File: src/rtl/fetch_pkg.sv
// Shared definitions for the instruction fetch stage.
package fetch_pkg;

   localparam int unsigned XLEN = 32;

   // addi x0, x0, 0
   localparam logic [XLEN-1:0] NOP_INSTR = 32'h0000_0013;

   localparam logic [XLEN-1:0] RESET_PC_DEFAULT = 32'h0000_0000;

   // S_REQ : free to issue a request
   // S_WAIT: one request outstanding, response will be used
   // S_DROP: one request outstanding, response will be thrown away
   typedef enum logic [1:0] {
      S_REQ  = 2'd0,
      S_WAIT = 2'd1,
      S_DROP = 2'd2
   } fetch_state_t;

endpackage

File: src/rtl/if_id_reg.sv
// IF/ID pipeline register: valid/instr/pc with load, clear and hold.
module if_id_reg
   import fetch_pkg::*;
(
   input  logic            clk,
   input  logic            rst,
   input  logic            load,
   input  logic            clear,
   input  logic [XLEN-1:0] load_instr,
   input  logic [XLEN-1:0] load_pc,
   output logic            valid,
   output logic [XLEN-1:0] instr,
   output logic [XLEN-1:0] pc
);

   // Load wins over clear; otherwise clear drops valid, else hold.
   always_ff @(posedge clk) begin
      if (rst) begin
         valid <= 1'b0;
         instr <= NOP_INSTR;
         pc    <= '0;
      end else if (load) begin
         valid <= 1'b1;
         instr <= load_instr;
         pc    <= load_pc;
      end else if (clear) begin
         valid <= 1'b0;
      end
   end

endmodule

File: src/rtl/fetch_unit.sv
// Instruction fetch: PC, single-outstanding memory FSM, IF/ID register.
module fetch_unit
   import fetch_pkg::*;
#(
   parameter logic [XLEN-1:0] RESET_PC = RESET_PC_DEFAULT
) (
   input  logic            clk,
   input  logic            rst,
   output logic            imem_req,
   output logic [XLEN-1:0] imem_addr,
   input  logic            imem_rvalid,
   input  logic [XLEN-1:0] imem_rdata,
   output logic            if_valid,
   output logic [XLEN-1:0] if_instr,
   output logic [XLEN-1:0] if_pc,
   output logic [6:0]      if_opcode,
   input  logic            id_ready,
   input  logic            redirect_valid,
   input  logic [XLEN-1:0] redirect_pc
);

   fetch_state_t    state_q, state_d;
   logic [XLEN-1:0] pc_q, pc_d;
   logic            ifid_load;
   logic            ifid_clear;
   logic            transfer;
   logic [XLEN-1:0] redirect_target;

   assign transfer        = if_valid && id_ready;
   assign redirect_target = redirect_pc & ~32'h3;

   // State and PC registers.
   always_ff @(posedge clk) begin
      if (rst) begin
         state_q <= S_REQ;
         pc_q    <= RESET_PC;
      end else begin
         state_q <= state_d;
         pc_q    <= pc_d;
      end
   end

   // Next state, next PC, memory request and IF/ID register controls.
   always_comb begin
      state_d   = state_q;
      pc_d      = pc_q;
      imem_req  = 1'b0;
      ifid_load = 1'b0;
      unique case (state_q)
         S_REQ: begin
            if (redirect_valid) begin
               pc_d = redirect_target;
            end else if (!if_valid || id_ready) begin
               imem_req = !rst;
               state_d  = S_WAIT;
            end
         end
         S_WAIT: begin
            if (redirect_valid) begin
               pc_d    = redirect_target;
               state_d = imem_rvalid ? S_REQ : S_DROP;
            end else if (imem_rvalid) begin
               ifid_load = 1'b1;
               pc_d      = pc_q + 32'd4;
               state_d   = S_REQ;
            end
         end
         S_DROP: begin
            if (redirect_valid) begin
               pc_d = redirect_target;
            end
            // A redirect arriving with the dropped response still retires it,
            // otherwise the FSM would wait for a response that never comes.
            if (imem_rvalid) begin
               state_d = S_REQ;
            end
         end
         default: begin
            state_d = S_REQ;
         end
      endcase
      ifid_clear = redirect_valid || transfer;
   end

   assign imem_addr = pc_q;
   assign if_opcode = if_instr[6:0];

   if_id_reg u_if_id_reg (
      .clk        (clk),
      .rst        (rst),
      .load       (ifid_load),
      .clear      (ifid_clear),
      .load_instr (imem_rdata),
      .load_pc    (pc_q),
      .valid      (if_valid),
      .instr      (if_instr),
      .pc         (if_pc)
   );

endmodule
File: config.mk
export PLATFORM = sky130hd
export DESIGN_NAME = fetch_unit
export DESIGN_NICKNAME = d
export VERILOG_FILES = /design/src/rtl/fetch_pkg.sv /design/src/rtl/if_id_reg.sv /design/src/rtl/fetch_unit.sv
export SDC_FILE = /design/constraint.sdc
export NUM_CORES = 1
export LEC_CHECK = 0
export CORE_ASPECT_RATIO = 0.6
export CORE_MARGIN = 5
export CORE_UTILIZATION = 44
export DETAILED_ROUTE_END_ITERATION = 8
export GPL_ROUTABILITY_DRIVEN = 0
export HOLD_SLACK_MARGIN = 0.06
export PLACE_DENSITY = 0.8
export SETUP_SLACK_MARGIN = 0.4
export SYNTH_ARGS = -nofsm -noshare
export SYNTH_HDL_FRONTEND = slang
export SYNTH_SLANG_ARGS = --single-unit
File: constraint.sdc
create_clock -name clk -period 2 [get_ports clk]
set_input_delay 0.4 -clock clk [delete_from_list [all_inputs] [get_ports clk]]
set_output_delay 0.4 -clock clk [all_outputs]
set_load 0.01 [all_outputs]
==> impl_results.html, run 1 <==
<table>
<tr><th>Metric</th><th>Value</th></tr>
<tr><th colspan="2">Outcome</th></tr>
<tr><td>Result of the run</td><td>completed</td></tr>
<tr><th colspan="2">Yosys</th></tr>
<tr><td>Synth unique cells</td><td>60</td></tr>
<tr><td>Most instantiated flip-flop cell in the synthesis netlist</td><td>dfxtp_1</td></tr>
<tr><td>Async set or reset register ratio after synthesis</td><td>0%</td></tr>
<tr><td>Synthesis warning total</td><td>0</td></tr>
<tr><td>Netlist area before placement</td><td>0.00434 mm^2</td></tr>
<tr><td>Mean cell area of the mapped netlist</td><td>7.61 um^2</td></tr>
<tr><td>Flop and latch count out of synthesis</td><td>95</td></tr>
<tr><td>Post-synthesis instance total</td><td>570</td></tr>
<tr><td>Portion of the post-synthesis area used by sequential elements</td><td>a little over two fifths</td></tr>
<tr><td>Number of enable-type register cells in the synthesized netlist</td><td>0</td></tr>
<tr><th colspan="2">Route</th></tr>
<tr><td>WL/cell</td><td>18.8 um</td></tr>
<tr><td>Remaining DRCs</td><td>0</td></tr>
<tr><td>Wire length reported by the detailed router</td><td>roughly 17 mm</td></tr>
<tr><td>Vias</td><td>5,355</td></tr>
<tr><td>Drt via density</td><td>5.78</td></tr>
<tr><td>Pre-Repair DR Iteration Count</td><td>6</td></tr>
<tr><td>Number of design-rule violations left by the first detailed-router iteration</td><td>752</td></tr>
<tr><td>ANT nets after route</td><td>0</td></tr>
<tr><th colspan="2">Cells and area</th></tr>
<tr><td>Antenna Cells</td><td>0</td></tr>
<tr><td>Area delta synth-&gt;final</td><td>66.0%</td></tr>
<tr><td>Fin util</td><td>73.9%</td></tr>
<tr><td>Ratio of cells with drive above 1 in the final layout</td><td>between 20% and 30%</td></tr>
<tr><td>Number of nets in the layout</td><td>856</td></tr>
<tr><th colspan="2">Clock tree</th></tr>
<tr><td>Clock slew at the register clock pins of the worst setup and hold paths</td><td>0.06 ns</td></tr>
<tr><td>Largest buffer count on any clock path</td><td>2</td></tr>
<tr><td>H-tree depth</td><td>3</td></tr>
<tr><td>Skew-Pair Late Insertion Delay</td><td>0.35 ns</td></tr>
<tr><td>Clock root buffer</td><td>clkbuf_16</td></tr>
<tr><td>Clock tree from TritonCTS</td><td>yes</td></tr>
<tr><td>Number of sinks handled by clock tree synthesis</td><td>95</td></tr>
<tr><td>Quantity of hold-fixing buffers added after cts</td><td>0</td></tr>
<tr><td>TritonCTS buffer count</td><td>9</td></tr>
<tr><th colspan="2">Power</th></tr>
<tr><td>P_leak</td><td>a little over 3 nW</td></tr>
<tr><td>Worst ir drop on vdd</td><td>0.433 mV</td></tr>
<tr><td>Power consumption</td><td>0.00459 W</td></tr>
<tr><td>Power per unit of standard cell area</td><td>638 mW/mm^2</td></tr>
<tr><th colspan="2">Global route</th></tr>
<tr><td>Antenna violations before repair</td><td>0</td></tr>
<tr><td>Remaining Overflow, GRT</td><td>0</td></tr>
<tr><td>First-pass GRT wire length</td><td>25.3 mm</td></tr>
<tr><td>Vias in the first global route</td><td>5,020</td></tr>
<tr><td>Global-route usage over all layers</td><td>26.1%</td></tr>
<tr><td>Pin count of the biggest net entering global routing</td><td>48</td></tr>
<tr><th colspan="2">Floorplan</th></tr>
<tr><td>Number of placed I/O pins</td><td>174</td></tr>
<tr><td>Die extent in x</td><td>between 100 and 150 um</td></tr>
<tr><td># rows</td><td>28</td></tr>
<tr><td>Core ar.</td><td>0.00974 mm^2</td></tr>
<tr><td>Effective utilization at floorplan</td><td>44.5%</td></tr>
<tr><td>Die Height</td><td>between 80 and 90 um</td></tr>
<tr><td>Total Die Area</td><td>between 0.01 and 0.015 mm^2</td></tr>
<tr><th colspan="2">Worst setup path</th></tr>
<tr><td>Critical path start-end classification</td><td>reg2reg</td></tr>
<tr><td>Worst-path fanout max</td><td>4</td></tr>
<tr><td>Data arrival at the endpoint of the critical path</td><td>about 2.2 ns</td></tr>
<tr><td>Startpoint Class</td><td>register</td></tr>
<tr><td>Data required time at the worst endpoint</td><td>2.29 ns</td></tr>
<tr><td>CP Capture Type</td><td>register</td></tr>
<tr><th colspan="2">STA</th></tr>
<tr><td>Crit path setup slack, layout</td><td>between 0.08 and 0.09 ns</td></tr>
<tr><td>Achievable frequency</td><td>521 MHz</td></tr>
<tr><td>Final Cycle Share</td><td>96.0%</td></tr>
<tr><td>Final number of hold-violating endpoints</td><td>0</td></tr>
<tr><td>Final number of max-transition violations</td><td>0</td></tr>
<tr><td>Unrepaired setup endpoints after global routing</td><td>yes</td></tr>
<tr><td>Crit path time final</td><td>between 1.5 and 2 ns</td></tr>
<tr><td>Clock Skews</td><td>0.00525 ns</td></tr>
<tr><td>Final-report setup violation count</td><td>0</td></tr>
<tr><th colspan="2">Flow run</th></tr>
<tr><td>Maxcap violations</td><td>0</td></tr>
<tr><th colspan="2">Placed design</th></tr>
<tr><td>Count of buffers inserted at the top-level ports</td><td>roughly 170</td></tr>
<tr><td>Placed wire-length estimate after detailed placement</td><td>11.1 mm</td></tr>
<tr><td>Placement Setup Slack</td><td>-0.408 ns</td></tr>
<tr><th colspan="2">Worst hold path</th></tr>
<tr><td>Worst Hold Class</td><td>in2reg</td></tr>
</table>
[timing repair]
item / in CTS / in global routing
setup buffers: 16 / 19
gates resized for setup: 154 / 55
gates cloned: 2 / 1
pin swaps: 12 / 26
setup endpoints to repair: 194 / 71
[report_power, final]
group / leakage [nW] / internal, W / total (W) / switching [W]
Clock: 0.150 / 0.00104 / 0.00175 / 0.000717
Combinational: 2.18 / 0.000397 / 0.000785 / 0.000388
Sequential: 0.785 / 0.00197 / 0.00206 / 0.0000874
[state kept, by name (all words and copies together), names as in the netlist]
signal	count
u_if_id_reg.instr	32
state_q	2
u_if_id_reg.valid	1
u_if_id_reg.pc	30
imem_addr	30
[worst max-delay path, stage by stage, from the launching register on]
cell and delay, ns:
dfxtp_2 0.33, nand4_1 0.21, nor4_4 0.45, buf_4 0.21
nand3_4 0.09, buf_4 0.15, nor3_1 0.25, or3_1 0.16
[layout by cell type, fill, tap and decap left out, types with 6 or more instances in the layout]
| cell type | n |
|---|---|
| dfxtp_2 | 23 |
| a32oi_1 | 7 |
| nand3_4 | 7 |
| a31oi_1 | 6 |
| buf_6 | 15 |
| a21oi_1 | 72 |
| dlygate4sd2_1 | 102 |
| nand2_1 | 156 |
| nor2_1 | 23 |
| o21ai_0 | 11 |
| clkbuf_16 | 9 |
| buf_4 | 72 |
| dfxtp_4 | 6 |
| dfxtp_1 | 66 |
| nand3_1 | 21 |
| clkdlybuf4s50_1 | 63 |
| nor3_1 | 8 |
[layer usage]
layer  track usage [%]  wire length (um)  up-vias  part of all wire, %
li1                  -                 -     2413                    -
met1              31.5              6690     2494                   38
met2              43.1              8110      367                   47
met3              9.43              1950       81                   11
met4              10.4               672        0                  3.9
met5                 0                 0        -                    0
[area by class of cell]
| class | count | area (um^2) |
|---|---|---|
| clock buffer | 13 | 260 |
| inverter | 6 | 26.3 |
| multi-input combinational | 418 | 2460 |
| sequential | 95 | 1950 |
| fill | 718 | 2540 |
| clock inverter | 3 | 41.3 |
| timing repair buffer | 256 | 2290 |
| tap | 135 | 169 |
[metrics by stage]
stage	hold slack (ns)	std cells	instance area [um^2]	setup TNS, ns
2_1_floorplan	0.477	573	4420	0
3_3_place_gp	0.441	872	6380	-9.28
3_5_place_dp	0.446	872	6380	-15.88
4_1_cts	0.404	906	6840	0
5_1_grt	0.435	926	7200	0
6_report	0.433	926	7200	0
[synth_stat cells, types with 3 or more instances]
| master | number | area, um^2 |
|---|---|---|
| nand4_1 | 4 | 25.0 |
| and4_1 | 3 | 26.3 |
| or3_1 | 4 | 25.0 |
| o311ai_0 | 3 | 26.3 |
| o22ai_1 | 3 | 18.8 |
| a31oi_1 | 6 | 37.5 |
| o21ai_0 | 17 | 85.1 |
| or4_1 | 3 | 22.5 |
| o32ai_1 | 3 | 26.3 |
| buf_4 | 14 | 105 |
| a32oi_1 | 7 | 61.3 |
| nand2b_1 | 3 | 18.8 |
| clkbuf_1 | 30 | 113 |
| nand3_1 | 28 | 140 |
| nor3b_1 | 4 | 30.0 |
| o211ai_1 | 4 | 30.0 |
| a21o_1 | 3 | 22.5 |
| nor2_1 | 26 | 97.6 |
| and2_1 | 3 | 18.8 |
| nor3_1 | 8 | 40.0 |
| a22oi_1 | 3 | 22.5 |
| o31ai_1 | 4 | 30.0 |
| inv_1 | 6 | 22.5 |
| a21oi_1 | 77 | 385 |
| dfxtp_1 | 95 | 1900 |
| nand2_1 | 158 | 593 |
| buf_1 | 7 | 26.3 |
[path summary, 6_finish.rpt]
kind,start,end,slack [ns],cells after the start
setup reg to reg,imem_addr[18],imem_addr[23],0.08,7
hold / removal,rst,state_q[0],0.43,3
hold reg to reg,u_if_id_reg.instr[21],u_if_id_reg.instr[21],0.45,2
setup / recovery,imem_addr[18],imem_addr[23],0.08,7
[kinds of logic after synthesis]
logic type | Yosys count | synth area share (%)
AND/OR/NAND/NOR | 259 | 27.1
AO/OA/AOI/OAI | 151 | 21.3
flip-flops | 95 | 43.8
buffers and inverters | 61 | 6.95
multiplexers | 2 | 0.462
adder cells (fa/ha/maj) | 1 | 0.288
other | 1 | 0.0864
Note: power is estimated with default switching activity, not from simulation.
==> inputs of run 2 (changes only) <==
--- a/config.mk
+++ b/config.mk
@@ -7,12 +7,14 @@
 export LEC_CHECK = 0
 export CORE_ASPECT_RATIO = 0.6
 export CORE_MARGIN = 5
-export CORE_UTILIZATION = 44
+export CORE_UTILIZATION = 47
+export CTS_CLUSTER_DIAMETER = 30
 export DETAILED_ROUTE_END_ITERATION = 8
 export GPL_ROUTABILITY_DRIVEN = 0
 export HOLD_SLACK_MARGIN = 0.06
-export PLACE_DENSITY = 0.8
+export PLACE_DENSITY = 0.85
 export SETUP_SLACK_MARGIN = 0.4
 export SYNTH_ARGS = -nofsm -noshare
 export SYNTH_HDL_FRONTEND = slang
 export SYNTH_SLANG_ARGS = --single-unit
+export TNS_END_PERCENT = 10
==> constraint.sdc (replaced) <==
create_clock -name clk -period 2.35 [get_ports clk]
set_input_delay 0.47 -clock clk [delete_from_list [all_inputs] [get_ports clk]]
set_output_delay 0.47 -clock clk [all_outputs]
set_load 0.01 [all_outputs]
==> run 2 against run 1 <==
Net effect: largest cell class unchanged; critical path depth fell by 4; cell count fell by 8.0%; critical path type is now reg2out; sequential power down 16%; combinational power decreased by 24%; via count decreased by 9.1%; clock skew is 0.0011 ns higher; power shrank 17%; non-clock buffer count shrank 53; count of clock-buffer cells in the layout decreased by 1; utilization fell by 1.8 points; design area fell by 9.0%.
==> impl_results.html, run 2 (synthesized netlist as in run 1, its figures left out) <==
<table>
<tr><th>Metric</th><th>Value</th></tr>
<tr><th colspan="2">Placed design</th></tr>
<tr><td>Placed wire-length estimate after detailed placement</td><td>10.4 mm</td></tr>
<tr><td>Total placed cells including tap cells</td><td>832</td></tr>
<tr><td>Cell Area, Placed</td><td>0.00619 mm^2</td></tr>
<tr><td>Count of buffers inserted at the top-level ports</td><td>167</td></tr>
<tr><th colspan="2">Route</th></tr>
<tr><td>WL/cell</td><td>roughly 17 um</td></tr>
<tr><td>Pre-Repair DR Iteration Count</td><td>5</td></tr>
<tr><td>Drt via density</td><td>5.71</td></tr>
<tr><td>ANT nets after route</td><td>0</td></tr>
<tr><td>Number of design-rule violations left by the first detailed-router iteration</td><td>~530</td></tr>
<tr><td>Remaining DRCs</td><td>0</td></tr>
<tr><td>Vias</td><td>4,866</td></tr>
<tr><td>Wire length reported by the detailed router</td><td>~15 mm</td></tr>
<tr><th colspan="2">Clock tree</th></tr>
<tr><td>Number of sinks handled by clock tree synthesis</td><td>95</td></tr>
<tr><td>Skew-Pair Late Insertion Delay</td><td>0.34 ns</td></tr>
<tr><td>Quantity of hold-fixing buffers added after cts</td><td>0</td></tr>
<tr><td>Clock root buffer</td><td>clkbuf_16</td></tr>
<tr><td>Largest buffer count on any clock path</td><td>2</td></tr>
<tr><td>Clock tree from TritonCTS</td><td>yes</td></tr>
<tr><td>H-tree depth</td><td>3</td></tr>
<tr><td>Clock slew at the register clock pins of the worst setup and hold paths</td><td>0.06 ns</td></tr>
<tr><td>TritonCTS buffer count</td><td>9</td></tr>
<tr><th colspan="2">Cells and area</th></tr>
<tr><td>Fill cell count</td><td>between 600 and 700</td></tr>
<tr><td>Register name with the most flops</td><td>u_if_id_reg.instr</td></tr>
<tr><td>Number of flip-flops in the largest register</td><td>32</td></tr>
<tr><td>Antenna Cells</td><td>0</td></tr>
<tr><td>Area delta synth-&gt;final</td><td>51.1%</td></tr>
<tr><td>Number of nets in the layout</td><td>approximately 800</td></tr>
<tr><td>Cell area after layout</td><td>0.00655 mm^2</td></tr>
<tr><td>Total area of multi-input combinational cells</td><td>0.00217 mm^2</td></tr>
<tr><td>Most used cells in the layout excluding fill and tap cells</td><td>clkdlybuf4s50_1, nand2_1, dfxtp_1</td></tr>
<tr><td>Most common library cell in the layout ignoring fill and taps</td><td>clkdlybuf4s50_1</td></tr>
<tr><td>Count of placed standard cells in the final layout, fillers left out</td><td>around 850</td></tr>
<tr><td>Register area</td><td>approximately 0.0019 mm^2</td></tr>
<tr><td>Ratio of cells with drive above 1 in the final layout</td><td>under 10%</td></tr>
<tr><th colspan="2">Worst setup path</th></tr>
<tr><td>Register-to-register setup slack</td><td>0.45 ns</td></tr>
<tr><td>Data arrival at the endpoint of the critical path</td><td>approximately 1.5 ns</td></tr>
<tr><td>Critical path start-end classification</td><td>reg2out</td></tr>
<tr><td>CP Capture Type</td><td>output pin</td></tr>
<tr><td>Worst-path fanout max</td><td>8</td></tr>
<tr><td>Data required time at the worst endpoint</td><td>1.88 ns</td></tr>
<tr><td>Startpoint Class</td><td>register</td></tr>
<tr><th colspan="2">STA</th></tr>
<tr><td>Final number of max-transition violations</td><td>0</td></tr>
<tr><td>Achievable frequency</td><td>508 MHz</td></tr>
<tr><td>Worst hold-check slack</td><td>0.454 ns</td></tr>
<tr><td>Crit path time final</td><td>between 1.5 and 2 ns</td></tr>
<tr><td>Final-report setup violation count</td><td>0</td></tr>
<tr><td>Max_slew headroom</td><td>~55%</td></tr>
<tr><td>Final number of hold-violating endpoints</td><td>0</td></tr>
<tr><td>Transition time at the pin with the least slew margin</td><td>0.676 ns</td></tr>
<tr><td>Final Cycle Share</td><td>83.8%</td></tr>
<tr><td>Setup TNS</td><td>0 ns</td></tr>
<tr><td>Clock Skews</td><td>roughly 0.0063 ns</td></tr>
<tr><td>Unrepaired setup endpoints after global routing</td><td>yes</td></tr>
<tr><th colspan="2">Power</th></tr>
<tr><td>Power per unit of standard cell area</td><td>between 500 and 600 mW/mm^2</td></tr>
<tr><td>Worst ir drop on vdd</td><td>0.488 mV</td></tr>
<tr><td>P_leak</td><td>2.35 nW</td></tr>
<tr><td>Power consumption</td><td>~0.0038 W</td></tr>
<tr><th colspan="2">Floorplan</th></tr>
<tr><td>Die Height</td><td>approximately 84 um</td></tr>
<tr><td>Core ar.</td><td>around 0.0091 mm^2</td></tr>
<tr><td>Die extent in x</td><td>134 um</td></tr>
<tr><td># rows</td><td>27</td></tr>
<tr><td>Total Die Area</td><td>0.0113 mm^2</td></tr>
<tr><td>Effective utilization at floorplan</td><td>47.7%</td></tr>
<tr><td>Number of placed I/O pins</td><td>174</td></tr>
<tr><th colspan="2">Worst hold path</th></tr>
<tr><td>Worst Hold Class</td><td>reg2reg</td></tr>
<tr><th colspan="2">Global route</th></tr>
<tr><td>Pin count of the biggest net entering global routing</td><td>55</td></tr>
<tr><td>First-pass GRT wire length</td><td>23.2 mm</td></tr>
<tr><td>Vias in the first global route</td><td>4,590</td></tr>
<tr><td>Global-route usage over all layers</td><td>25.0%</td></tr>
<tr><td>Antenna violations before repair</td><td>0</td></tr>
<tr><td>Remaining Overflow, GRT</td><td>0</td></tr>
<tr><th colspan="2">Flow run</th></tr>
<tr><td>Maxcap violations</td><td>0</td></tr>
<tr><th colspan="2">Outcome</th></tr>
<tr><td>Result of the run</td><td>completed</td></tr>
</table>
## run 2: cell type report
class,count,share of cell area [%]
clock buffers,12,3.91
clock inverters,3,0.649
well taps,116,2.21
repair buffers,203,30.7
flip-flops and latches,95,29.0
multi-input cells,417,33.2
inverters,6,0.344
## run 2: worst paths after layout
check | from | endpoint | cells after the start
worst min register to register | u_if_id_reg.instr[24] | u_if_id_reg.instr[24] | 2
worst max register to register | imem_addr[2] | imem_addr[20] | 6
worst min-delay path | u_if_id_reg.instr[24] | u_if_id_reg.instr[24] | 2
worst max-delay path | state_q[1] | imem_req | 3
## run 2: through the flow
stage	worst slack, ns	utilization [%]
final	0.381	72.1
after global routing	0.340	72.1
after CTS	0.331	71.5
after detailed placement	-0.146	68.1
after global placement	-0.159	68.1
after floorplan	0.518	-
## run 2: worst max-delay path: stages, from the launching register on
cell,delay (ns)
dfxtp_1,0.39
or4_4,0.56
nor2_4,0.10
buf_6,0.10
## run 2: repair_timing
item | CTS | global route
pin swaps | 2 | 3
setup buffers | 2 | 3
endpoints found under the setup margin | 10 | 31
gates cloned | 0 | 0
resized for setup | 4 | 11
endpoints found under the hold margin | 0 | 0
## run 2: power by group
| part | internal [W] | leakage, nW | switching [W] |
|---|---|---|---|
| Sequential | 0.00167 | 0.774 | 0.0000670 |
| Clock | 0.000876 | 0.145 | 0.000609 |
| Combinational | 0.000321 | 1.43 | 0.000279 |
| Total | 0.00287 | 2.35 | 0.000955 |
## run 2: routing by layer
metal	vias up	GRT usage (%)	wire length, um
li1	2298	-	-
met1	2268	33.5	6210
met2	271	39.6	6710
met3	29	7.31	1520
met4	0	6.93	271
met5	-	0	0
==> inputs of run 3 (changes only) <==
--- a/config.mk
+++ b/config.mk
@@ -7,12 +7,12 @@
 export LEC_CHECK = 0
 export CORE_ASPECT_RATIO = 0.6
 export CORE_MARGIN = 5
-export CORE_UTILIZATION = 47
+export CORE_UTILIZATION = 39
 export CTS_CLUSTER_DIAMETER = 30
 export DETAILED_ROUTE_END_ITERATION = 8
 export GPL_ROUTABILITY_DRIVEN = 0
 export HOLD_SLACK_MARGIN = 0.06
-export PLACE_DENSITY = 0.85
+export PLACE_DENSITY = 0.75
 export SETUP_SLACK_MARGIN = 0.4
 export SYNTH_ARGS = -nofsm -noshare
 export SYNTH_HDL_FRONTEND = slang
==> constraint.sdc (replaced) <==
create_clock -name clk -period 1.6 [get_ports clk]
set_input_delay 0.32 -clock clk [delete_from_list [all_inputs] [get_ports clk]]
set_output_delay 0.32 -clock clk [all_outputs]
set_load 0.01 [all_outputs]
==> run 3 against run 2 <==
Net effect: the flow now finishes with violations (setup timing); global-route usage fell by 0.71 points; sequential cell count is the same; utilization down 1.1 points; power is 59% higher; cell count increased by 12%; sequential share of layout area is 2.6 points lower; first-iteration DRC count fell by 32%; critical path depth did not move; die area is 18% higher; critical endpoint unchanged; largest cell class unchanged; highest routed layer unchanged.
==> impl_results.html, run 3 (synthesized netlist as in run 1, its figures left out) <==
<table>
<tr><th>Metric</th><th>Value</th></tr>
<tr><th colspan="2">STA</th></tr>
<tr><td>Crit path time final</td><td>about 1.8 ns</td></tr>
<tr><td>Crit path setup slack, layout</td><td>-0.175 ns</td></tr>
<tr><td>Clock Skews</td><td>0.00869 ns</td></tr>
<tr><td>Worst hold-check slack</td><td>0.321 ns</td></tr>
<tr><td>Unrepaired setup endpoints after global routing</td><td>yes</td></tr>
<tr><td>Final number of max-transition violations</td><td>0</td></tr>
<tr><td>Achievable frequency</td><td>approximately 560 MHz</td></tr>
<tr><td>Final number of hold-violating endpoints</td><td>0</td></tr>
<tr><td>Final Cycle Share</td><td>111%</td></tr>
<tr><td>Final-report setup violation count</td><td>10</td></tr>
<tr><th colspan="2">Outcome</th></tr>
<tr><td>Violations in the final reports</td><td>setup timing</td></tr>
<tr><td>Result of the run</td><td>complete, but fails checks</td></tr>
<tr><th colspan="2">Power</th></tr>
<tr><td>P_leak</td><td>3.14 nW</td></tr>
<tr><td>Power per unit of standard cell area</td><td>799 mW/mm^2</td></tr>
<tr><td>Worst ir drop on vdd</td><td>about 0.69 mV</td></tr>
<tr><th colspan="2">Worst setup path</th></tr>
<tr><td>Worst reg2reg path depth</td><td>5</td></tr>
<tr><td>CP Capture Type</td><td>output pin</td></tr>
<tr><td>Critical path start-end classification</td><td>reg2out</td></tr>
<tr><td>Register-to-register setup slack</td><td>-0.06 ns</td></tr>
<tr><td>Reg2Reg Launch Point</td><td>imem_addr[11]</td></tr>
<tr><td>Worst Setup EP</td><td>imem_req</td></tr>
<tr><td>Data arrival at the endpoint of the critical path</td><td>1.46 ns</td></tr>
<tr><td>Setup crit start</td><td>state_q[1]</td></tr>
<tr><td>Startpoint Class</td><td>register</td></tr>
<tr><td>Worst-path fanout max</td><td>4</td></tr>
<tr><td>Data required time at the worst endpoint</td><td>1.28 ns</td></tr>
<tr><td>Reg2reg end</td><td>imem_addr[27]</td></tr>
<tr><th colspan="2">Cells and area</th></tr>
<tr><td>Area delta synth-&gt;final</td><td>75.3%</td></tr>
<tr><td>Most used cells in the layout excluding fill and tap cells</td><td>nand2_1, a21oi_1, buf_2</td></tr>
<tr><td>Fin util</td><td>between 70% and 80%</td></tr>
<tr><td>Most common library cell in the layout ignoring fill and taps</td><td>nand2_1</td></tr>
<tr><td>Number of flip-flops in the largest register</td><td>32</td></tr>
<tr><td>Antenna Cells</td><td>0</td></tr>
<tr><td>Number of nets in the layout</td><td>just under 900</td></tr>
<tr><td>Ratio of cells with drive above 1 in the final layout</td><td>49.2%</td></tr>
<tr><td>Count of placed standard cells in the final layout, fillers left out</td><td>950</td></tr>
<tr><td>Register name with the most flops</td><td>u_if_id_reg.instr</td></tr>
<tr><th colspan="2">Route</th></tr>
<tr><td>Remaining DRCs</td><td>0</td></tr>
<tr><td>Drt via density</td><td>approximately 5.6</td></tr>
<tr><td>Number of design-rule violations left by the first detailed-router iteration</td><td>364</td></tr>
<tr><td>Vias</td><td>5,311</td></tr>
<tr><td>ANT nets after route</td><td>0</td></tr>
<tr><td>Pre-Repair DR Iteration Count</td><td>4</td></tr>
<tr><td>WL/cell</td><td>18.4 um</td></tr>
<tr><td>Wire length reported by the detailed router</td><td>17.5 mm</td></tr>
<tr><th colspan="2">Floorplan</th></tr>
<tr><td># rows</td><td>29</td></tr>
<tr><td>Die Height</td><td>91.7 um</td></tr>
<tr><td>Number of placed I/O pins</td><td>174</td></tr>
<tr><td>Core ar.</td><td>0.0107 mm^2</td></tr>
<tr><td>Total Die Area</td><td>0.0134 mm^2</td></tr>
<tr><td>Die extent in x</td><td>between 100 and 150 um</td></tr>
<tr><td>Effective utilization at floorplan</td><td>40.5%</td></tr>
<tr><th colspan="2">Global route</th></tr>
<tr><td>Antenna violations before repair</td><td>0</td></tr>
<tr><td>Vias in the first global route</td><td>5,306</td></tr>
<tr><td>Remaining Overflow, GRT</td><td>0</td></tr>
<tr><td>Global-route usage over all layers</td><td>24.3%</td></tr>
<tr><td>Pin count of the biggest net entering global routing</td><td>53</td></tr>
<tr><td>First-pass GRT wire length</td><td>about 27 mm</td></tr>
<tr><th colspan="2">Clock tree</th></tr>
<tr><td>TritonCTS buffer count</td><td>9</td></tr>
<tr><td>Quantity of hold-fixing buffers added after cts</td><td>0</td></tr>
<tr><td>Largest buffer count on any clock path</td><td>2</td></tr>
<tr><td>Clock tree from TritonCTS</td><td>yes</td></tr>
<tr><td>Clock slew at the register clock pins of the worst setup and hold paths</td><td>0.07 ns</td></tr>
<tr><td>Number of sinks handled by clock tree synthesis</td><td>95</td></tr>
<tr><td>H-tree depth</td><td>3</td></tr>
<tr><td>Skew-Pair Late Insertion Delay</td><td>0.35 ns</td></tr>
<tr><td>Clock root buffer</td><td>clkbuf_16</td></tr>
<tr><th colspan="2">Placed design</th></tr>
<tr><td>Total placed cells including tap cells</td><td>902</td></tr>
<tr><td>Placed wire-length estimate after detailed placement</td><td>roughly 11 mm</td></tr>
<tr><td>Placement Setup Slack</td><td>-0.641 ns</td></tr>
<tr><td>Count of buffers inserted at the top-level ports</td><td>approximately 170</td></tr>
<tr><th colspan="2">Worst hold path</th></tr>
<tr><td>Worst Hold Class</td><td>in2reg</td></tr>
<tr><th colspan="2">Flow run</th></tr>
<tr><td>Maxcap violations</td><td>0</td></tr>
</table>
[run 3: worst max-delay path, cell delays in order (launching register included)]
cell     delay (ns)
dfxtp_4        0.36
or4_4          0.55
nor2_4         0.10
buf_6          0.10
[run 3: cell type report]
type	count	area (um^2)
clock buffers	9	225
clock inverters	7	100
fillers	789	3100
inverters	6	22.5
multi-input cells	417	2670
flip-flops and latches	95	2010
well taps	139	174
repair buffers	277	2400
[run 3: repair_timing]
action,4_1_cts,5_1_grt
pin swaps,65,59
gates cloned,1,0
buffers inserted,18,13
resized for setup,561,124
endpoints found under the setup margin,195,134
[run 3: worst min path at each step]
stage	from	endpoint	depth (start not counted)
global placement	u_if_id_reg.instr[22]	u_if_id_reg.instr[22]	2
CTS	rst	state_q[0]	3
global route	rst	state_q[0]	3
floorplan	imem_rvalid	state_q[1]	1
detailed placement	u_if_id_reg.pc[14]	u_if_id_reg.pc[14]	2
finish	rst	state_q[0]	3
[run 3: metrics by stage]
| stage | total power (W) | area, um^2 | TNS [ns] |
|---|---|---|---|
| floorplan | 0.00297 | 4400 | -0.291 |
| global placement | 0.00352 | 6590 | -38.61 |
| detailed placement | 0.00354 | 6590 | -46.08 |
| CTS | 0.00596 | 7130 | -0.305 |
| global route | 0.00630 | 7600 | -1.43 |
| finish | 0.00607 | 7600 | -0.505 |
[run 3: where the power goes]
part	total, W	internal [W]	switching (W)	leakage, nW
Combinational	0.00114	0.000599	0.000538	2.18
Sequential	0.00255	0.00245	0.0000990	0.799
Clock	0.00238	0.00139	0.000994	0.161
[run 3: metal layers]
layer,global-route usage [%],vias to the layer above,part of all wire [%]
li1,-,2445,-
met1,29.6,2530,41
met2,40.4,300,47
met3,9.46,36,10
met4,6.96,0,2.1
met5,0,-,0
